$ cat src/rtl/pipeline_fifo_ptr.sv
// Wrap-at-DEPTH circular-buffer pointer with increment enable, synchronous clear
// and asynchronous active-high reset. Used for both read and write sides.
module pipeline_fifo_ptr #(
    parameter int DEPTH = 2,
    localparam int PW = (DEPTH > 1) ? $clog2(DEPTH) : 1
) (
    input  logic          clk_i,
    input  logic          arst_i,
    input  logic          clear_i,
    input  logic          inc_i,
    output logic [PW-1:0] ptr_o
);

    localparam logic [PW-1:0] LAST = PW'(DEPTH - 1);

    logic [PW-1:0] ptr_q;
    logic [PW-1:0] ptr_d;

    always_comb begin
        ptr_d = ptr_q;
        if (clear_i) begin
            ptr_d = '0;
        end else if (inc_i) begin
            // Explicit wrap so non-power-of-two depths never index past the buffer
            ptr_d = (ptr_q == LAST) ? '0 : ptr_q + PW'(1);
        end
    end

    always_ff @(posedge clk_i or posedge arst_i) begin
        if (arst_i) begin
            ptr_q <= '0;
        end else begin
            ptr_q <= ptr_d;
        end
    end

    assign ptr_o = ptr_q;

endmodule

$ cat src/rtl/pipeline_fifo_stage.sv
// Elastic valid/ready pipeline stage backed by a DEPTH-entry circular buffer.
// Optional combinational empty-bypass is enabled by defining PIPELINE_FIFO_BYPASS_EN.
module pipeline_fifo_stage #(
    parameter int DATAWIDTH = 32,
    parameter int DEPTH     = 2,
    localparam int CW = $clog2(DEPTH + 1)
) (
    input  logic                 clk_i,
    input  logic                 arst_i,
    input  logic                 clear_i,
    input  logic [DATAWIDTH-1:0] data_in_i,
    input  logic                 data_in_valid_i,
    output logic                 data_in_ready_o,
    output logic [DATAWIDTH-1:0] data_out_o,
    output logic                 data_out_valid_o,
    input  logic                 data_out_ready_i,
    output logic [CW-1:0]        count_o
);

    localparam int PW = (DEPTH > 1) ? $clog2(DEPTH) : 1;
    localparam logic [CW-1:0] FULL_COUNT = CW'(DEPTH);
    localparam logic [CW-1:0] ONE        = CW'(1);

    logic [DATAWIDTH-1:0] mem_q [DEPTH];
    logic [CW-1:0]        count_q;
    logic [CW-1:0]        count_d;
    logic [PW-1:0]        wr_ptr;
    logic [PW-1:0]        rd_ptr;
    logic                 empty;
    logic                 push_en;
    logic                 pop_en;
    logic                 bypass_hit;

    assign empty           = (count_q == '0);
    assign data_in_ready_o = ~arst_i & ~clear_i & (count_q != FULL_COUNT);

`ifdef PIPELINE_FIFO_BYPASS_EN
    always_comb begin
        if (empty) begin
            data_out_o       = arst_i ? '0 : data_in_i;
            data_out_valid_o = ~arst_i & ~clear_i & data_in_valid_i;
        end else begin
            data_out_o       = mem_q[rd_ptr];
            data_out_valid_o = ~arst_i & ~clear_i;
        end
    end
    // A beat that flows straight through never occupies a slot
    assign bypass_hit = empty & data_in_valid_i & data_out_ready_i;
`else
    assign data_out_o       = mem_q[rd_ptr];
    assign data_out_valid_o = ~arst_i & ~clear_i & ~empty;
    assign bypass_hit       = 1'b0;
`endif

    assign push_en = data_in_valid_i & data_in_ready_o & ~bypass_hit;
    assign pop_en  = data_out_valid_o & data_out_ready_i & ~empty;

    always_comb begin
        count_d = count_q;
        if (clear_i) begin
            count_d = '0;
        end else if (push_en && !pop_en) begin
            count_d = count_q + ONE;
        end else if (pop_en && !push_en) begin
            count_d = count_q - ONE;
        end
    end

    always_ff @(posedge clk_i or posedge arst_i) begin
        if (arst_i) begin
            count_q <= '0;
        end else begin
            count_q <= count_d;
        end
    end

    generate
        for (genvar gi = 0; gi < DEPTH; gi++) begin : g_mem
            always_ff @(posedge clk_i or posedge arst_i) begin
                if (arst_i) begin
                    mem_q[gi] <= '0;
                end else if (push_en && (wr_ptr == PW'(gi))) begin
                    mem_q[gi] <= data_in_i;
                end
            end
        end
    endgenerate

    pipeline_fifo_ptr #(.DEPTH(DEPTH)) u_wr_ptr (
        .clk_i   (clk_i),
        .arst_i  (arst_i),
        .clear_i (clear_i),
        .inc_i   (push_en),
        .ptr_o   (wr_ptr)
    );

    pipeline_fifo_ptr #(.DEPTH(DEPTH)) u_rd_ptr (
        .clk_i   (clk_i),
        .arst_i  (arst_i),
        .clear_i (clear_i),
        .inc_i   (pop_en),
        .ptr_o   (rd_ptr)
    );

    assign count_o = count_q;

endmodule

$ cat config.mk
export PLATFORM = sky130hd
export DESIGN_NAME = pipeline_fifo_stage
export DESIGN_NICKNAME = d
export VERILOG_FILES = /design/src/rtl/pipeline_fifo_ptr.sv /design/src/rtl/pipeline_fifo_stage.sv
export SDC_FILE = /design/constraint.sdc
export NUM_CORES = 1
export LEC_CHECK = 0
export ABC_AREA = 1
export BUFFER_PORTS_ARGS = -buffer_cell sky130_fd_sc_hd__buf_2
export CAP_MARGIN = 15
export CORE_AREA = 2 2 90 92
export CTS_CLUSTER_DIAMETER = 30
export DETAILED_ROUTE_END_ITERATION = 6
export DIE_AREA = 0 0 92 94
export PLACE_DENSITY_LB_ADDON = 0.12
export SLEW_MARGIN = 20
export SYNTH_ARGS = -nofsm -noshare
export SYNTH_HDL_FRONTEND = slang
export SYNTH_SLANG_ARGS = --single-unit
export TNS_END_PERCENT = 5
$ cat constraint.sdc
create_clock -name clk_i -period 2.17 [get_ports clk_i]
set_clock_uncertainty 0.05 [all_clocks]
set_input_delay 0.3255 -clock clk_i [delete_from_list [all_inputs] [get_ports clk_i]]
set_output_delay 0.3255 -clock clk_i [all_outputs]
set_load 0.03 [all_outputs]
## Word level (Yosys, flattened, before mapping)

Cells that the tools add are included.

| cells by class | value |
|---|---|
| add/subtract/negate cells | 4 |
| multipliers | 0 |
| div/mod/pow operators | 0 |
| order comparisons | 1 |
| equality and inequality tests | 1 |
| shifts and indexed selects | 0 |
| multiplexer cells | 12 |
| bitwise operators | 11 |
| reductions and logical operators | 10 |

Operator list:

| cell | number |
|---|---|
| two-way mux 32 bit | 3 |
| bitwise AND 1 bit | 6 |
| two-way mux 1 bit | 6 |
| two-way mux 2 bit | 3 |
| logical AND 1 bit | 4 |
| inverter 1 bit | 4 |
| nonzero test 2 bit | 2 |
| nonzero test 3 bit | 1 |
| adder 1 bit (second input constant) | 2 |
| adder 2 x 1 -> 2 bit (second input constant) | 1 |
| greater-or-equal comparator 2 bit (second input constant) | 1 |
| zero test 1 bit | 2 |
| zero test 2 bit | 1 |
| != test 2 bit (second input constant) | 1 |
| inverter 1 -> 2 bit | 1 |
| subtractor 2 x 1 -> 2 bit (second input constant) | 1 |

| storage, ports and cells | value |
|---|---|
| bits in registers | 68 |
| latch bits | 0 |
| bits in writable memories | 0 |
| bits in read-only memories | 0 |
| bits of input ports | 37 |
| logic and storage cells | 44 |
| memories kept | 0 |

## Longest topological paths before layout

| logic depth | value |
|---|---|
| depth in word-level cells | 9 |
| mapped depth | 8 |
| mapped depth without buffers | 8 |

## By module

Synthesis repeated with hierarchy kept, for this count alone.

| second synthesis, totals | value |
|---|---|
| cell total of the unflattened synthesis | 322 |
| area, all modules | 3201.8 um2 |

By module, submodules not included:

| module | times used | cells each | area an instance (um2) |
|---|---|---|---|
| pipeline_fifo_stage | 1 | 308 | 3106.7 |
| pipeline_fifo_ptr | 2 | 7 | 47.5 |

## Worst setup path after synthesis

Ideal clock, no wire load.

| timing path | value |
|---|---|
| path kind | register to register |
| start | register count_q[0], in the netlist count_o[0] |
| end | register mem_q[32] (netlist name) |
| data arrival time | 1.377 ns |
| data required time | 2.003 ns |
| path slack | 0.626 ns |
| cell stages (with the launch flop) | 9 |
| period minus slack after synthesis | 1.544 ns |
| cell sequence | dfrtp_1 inv_2 nand2_2 nand3_2 or2_1 buf_6 buf_6 nand2_2 o21ai_2 |

| on the way | value |
|---|---|
| longest elaborated chain between the ends | 4 |

RTL lines:

| element | RTL line | text |
|---|---|---|
| start, declared | pipeline_fifo_stage.sv:25 | `logic [CW-1:0] count_q;` |
| start signal, assigned | pipeline_fifo_stage.sv:73 | `count_q <= count_d;` |
| != test 2 bit | pipeline_fifo_stage.sv:35 | `assign data_in_ready_o = ~arst_i & ~clear_i & (count_q != FULL_COUNT);` |
| bitwise AND 1 bit | pipeline_fifo_stage.sv:35 |  |
| bitwise AND 1 bit | pipeline_fifo_stage.sv:55 | `assign push_en = data_in_valid_i & data_in_ready_o & ~bypass_hit;` |
| logical AND 1 bit | pipeline_fifo_stage.sv:82 | `end else if (push_en && (wr_ptr == PW'(gi))) begin` |
| end signal, assigned by index | pipeline_fifo_stage.sv:83 | `mem_q[gi] <= data_in_i;` |
| end, declared | pipeline_fifo_stage.sv:24 | `logic [DATAWIDTH-1:0] mem_q [DEPTH];` |

Every way passes these cells.
A chain may end at the register's enable or synchronous reset.

## Worst setup path in the final report

| timing path | value |
|---|---|
| start | register u_rd_ptr.ptr_q, in the netlist u_rd_ptr.ptr_o |
| end | output port data_out_o[31] |

| on the way | value |
|---|---|
| longest elaborated chain between the ends | 4 |

RTL lines:

| element | RTL line | text |
|---|---|---|
| start, declared | pipeline_fifo_ptr.sv:16 | `logic [PW-1:0] ptr_q;` |
| start signal, assigned | pipeline_fifo_ptr.sv:33 | `ptr_q <= ptr_d;` |
| inverter 1 -> 2 bit (not written as such) | pipeline_fifo_stage.sv:50 | `assign data_out_o = mem_q[rd_ptr];` |
| two-way mux 32 bit (not written as such) (3 in a row) | pipeline_fifo_stage.sv:50 |  |
| end, declared | pipeline_fifo_stage.sv:14 | `output logic [DATAWIDTH-1:0] data_out_o,` |

Every way passes these cells. The select of a mux whose other input is x is not followed.

==> metrics.log <==
[metrics] fraction of final layout cells with drive strength greater than 1: 29.61%
[metrics] Leakage: 0.002157 µW
[metrics] share of the clock period used by the worst path after layout: 82.11%
[metrics] RSZ-0062 raised after global routing: no
[metrics] global-route usage over all layers: 16.45%
[metrics] net count reported at finish: 489
[metrics] final period demand of the worst path: 1782 ps
[metrics] netlist area before placement: 3157 µm²
[metrics] PD cells: 1298 nW/µm²
[metrics] relative slew slack: 40.89%
[metrics] ANT cells: 0
[metrics] effective utilization at floorplan: 41.50%
[metrics] # H-tree levels: 3
[metrics] post-placement setup slack: 411.8 ps
[metrics] cell area after placement: 3588 µm²
[metrics] TritonCTS Sinks: 68
[metrics] net switching power: 1913 µW
[metrics] total via count after detailed routing: 2501
[metrics] worst endpoint required time: 1790 ps
[metrics] share of total power in sequential cells: 41.7%
[metrics] DRC Markers: 0
[metrics] reg-to-reg setup timing slack: 400 ps
[metrics] cell count after synthesis: 382
[metrics] Die Span Y: 94 µm
[metrics] post-route ant nets: 0
[metrics] total detailed-routing wirelength: 6.577 mm
[metrics] clock insertion delay at the later pin of the skew report: 330 ps
[metrics] status: completed
[metrics] Final setup viols: 0
[metrics] number of library cell types mapped by synthesis: 20
[metrics] total count of max-transition violations in the final report: 0
[metrics] largest net degree at the start of global routing: 66
[metrics] Longest Clk Path Bufs: 2
[metrics] DP HPWL: 4.341 mm
[metrics] count of cells resized by post-cts repair: 0
[metrics] CP startpoint kind: flop
[metrics] gpl congestion: 0.7045
[metrics] switching power share of the total: 38.86%
[metrics] CTS Root Cell: sky130_fd_sc_hd__clkbuf_8
[metrics] first-pass detailed-route iteration total: 4
[metrics] cell internal pwr: 3009 µW
[metrics] total clock buffers created by CTS: 9
[metrics] data arrival time at the worst-slack endpoint: 1410 ps
[metrics] max-cap viol count: 0
[metrics] wire length of the first global-routing pass: 11.06 mm
[metrics] I/O Pins: 73
[metrics] vias in the first global route: 2418
[metrics] total power of the final layout: 4922 µW
[metrics] largest fanout of any net on the critical path: 18
[metrics] area grow syn2layout: 20.13%
[metrics] number of port buffers: 72
[metrics] Avg Vias per Cell: 4.482
[metrics] kind of critical path: reg -> out
[metrics] # rows: 32
[metrics] transition time at the pin with the least slew margin: 886.6 ps
[metrics] Setup Buffers After CTS: 0
[metrics] initial antenna violation count: 0
[metrics] die extent in x: 92 µm
[metrics] highest attainable clock frequency: 561.2 MHz
[metrics] die footprint: 8648 µm²
[metrics] worst vdd ir: 494.3 µV
[metrics] drt wl/cell: 11.79 µm
[metrics] Min-Delay Path Class: in -> async
[metrics] post-synthesis area per instance: 8.264 µm²
[metrics] Synthesis Warnings: 0
[metrics] fraction of power consumed by the clock network: 22.4%
[metrics] Net Count, Synth: 419
[metrics] core region area: 7607 µm²
[metrics] register clock-pin slew on the reported worst setup and hold paths: 70 ps
[metrics] type of element capturing the critical path: output port
[metrics] finished layout cell area: 3792 µm²
[metrics] post-synthesis register bit count: 68
[metrics] cts hold-fix bufs: 0
[metrics] First DRT Iteration DRCs: 156
[metrics] setup TNS: 0 ps
[metrics] clock tree from TritonCTS: done
[metrics] proportion of synthesized chip area in sequential cells: 53.90%
[metrics] worst setup margin: 388.2 ps
[metrics] count of final hold-check violations: 0
[metrics] logic gate share of total power: 35.9%
[metrics] overflow left after global routing: 0
[worst max-delay path, cell delays in order (launching register included)]
cell,delay (ps)
sky130_fd_sc_hd__dfrtp_1,390
sky130_fd_sc_hd__clkinv_1,60
sky130_fd_sc_hd__buf_4,230
sky130_fd_sc_hd__nand2_1,70
sky130_fd_sc_hd__nand2_1,100
sky130_fd_sc_hd__buf_2,210
[sequential cells by signal (all words and copies together) (netlist names)]
name,cells
mem_q,64
count_o,2
u_rd_ptr.ptr_o,1
u_wr_ptr.ptr_o,1
[cell usage after synthesis (all sizes together)]
library cell	number	area share, %
a21oi	1	0.16
o21ai	65	13
nand3	5	0.95
nand4	2	0.40
or2	1	0.20
buf	9	2.6
dfrtp	68	54
nand2	175	22
clkinv	1	0.12
nor2	3	0.67
inv	41	4.9
clkbuf	11	1.3
[cell families after synthesis]
family / Yosys count / share of synthesized area (%)
simple gates: 186 / 23.98
compound gates: 66 / 13.20
flops: 68 / 53.90
buf+inv: 62 / 8.917
[layout by cell type (no fill, tap or decap)]
master | netlist | routed
sky130_fd_sc_hd__nand2_2 | 12 | 12
sky130_fd_sc_hd__inv_2 | 1 | 2
sky130_fd_sc_hd__a21oi_1 | 1 | 1
sky130_fd_sc_hd__o21ai_2 | 23 | 23
sky130_fd_sc_hd__bufinv_16 | 0 | 2
sky130_fd_sc_hd__nand4_1 | 2 | 2
sky130_fd_sc_hd__or2_4 | 0 | 1
sky130_fd_sc_hd__dfrtp_1 | 68 | 68
sky130_fd_sc_hd__buf_2 | 3 | 72
sky130_fd_sc_hd__o21ai_0 | 29 | 29
sky130_fd_sc_hd__nand3_2 | 1 | 1
sky130_fd_sc_hd__o21ai_1 | 13 | 13
sky130_fd_sc_hd__clkbuf_8 | 0 | 9
sky130_fd_sc_hd__clkinv_1 | 1 | 1
sky130_fd_sc_hd__nor2_4 | 1 | 1
sky130_fd_sc_hd__nand3_1 | 4 | 4
sky130_fd_sc_hd__nand2_1 | 163 | 163
sky130_fd_sc_hd__buf_12 | 0 | 1
sky130_fd_sc_hd__buf_4 | 0 | 6
sky130_fd_sc_hd__nor2_2 | 1 | 1
sky130_fd_sc_hd__clkinv_2 | 0 | 4
sky130_fd_sc_hd__nor2_1 | 1 | 1
sky130_fd_sc_hd__inv_1 | 40 | 39
[layout make-up]
class,count,area (µm²)
Clock buffer,9,123.9
Clock inverter,6,80.08
Fill cell,790,3815
Inverter,42,157.7
Multi-Input combinational cell,252,1176
Sequential cell,68,1702
Tap cell,102,127.6
Timing Repair Buffer,79,425.4
[path summary, 6_finish.rpt]
path                            cells past startpoint            from        endpoint
max in group asynchronous                           3          arst_i       mem_q[59]
worst min register to register                      2       mem_q[30]       mem_q[30]
worst max-delay path                                5  u_rd_ptr.ptr_o  data_out_o[31]
worst max register to register                      6      count_o[0]       mem_q[59]
min in group clk_i                                  3   data_in_i[13]       mem_q[45]
worst min-delay path                                3          arst_i       mem_q[43]
[per-stage QoR]
stage | std cells | utilization (%) | hold slack [ps]
2_1_floorplan | 382 | - | 402.9
3_3_place_gp | 543 | 47.17 | 416.3
3_5_place_dp | 543 | 47.17 | 418.7
4_1_cts | 558 | 49.85 | 72.74
5_1_grt | 558 | 49.85 | 108.3
6_report | 558 | 49.85 | 56.87
[layer usage]
metal	track usage (%)	routed length [µm]	up-vias
met2	25.74	2953	47
met1	22.15	3240	1131
met4	7.711	122	0
met5	0	0	-
met3	3.210	260	12
li1	-	-	1311
[power groups by stage]
stage | logic, µW | registers, µW | clock network [µW]
6_report | 1770 | 2050 | 1100
4_1_cts | 1800 | 2050 | 1130
5_1_grt | 1980 | 2120 | 1170
3_3_place_gp | 1760 | 2060 | 0
3_5_place_dp | 1790 | 2070 | 0
2_1_floorplan | 1370 | 2030 | 0
Power figures use the tool's default switching activity.
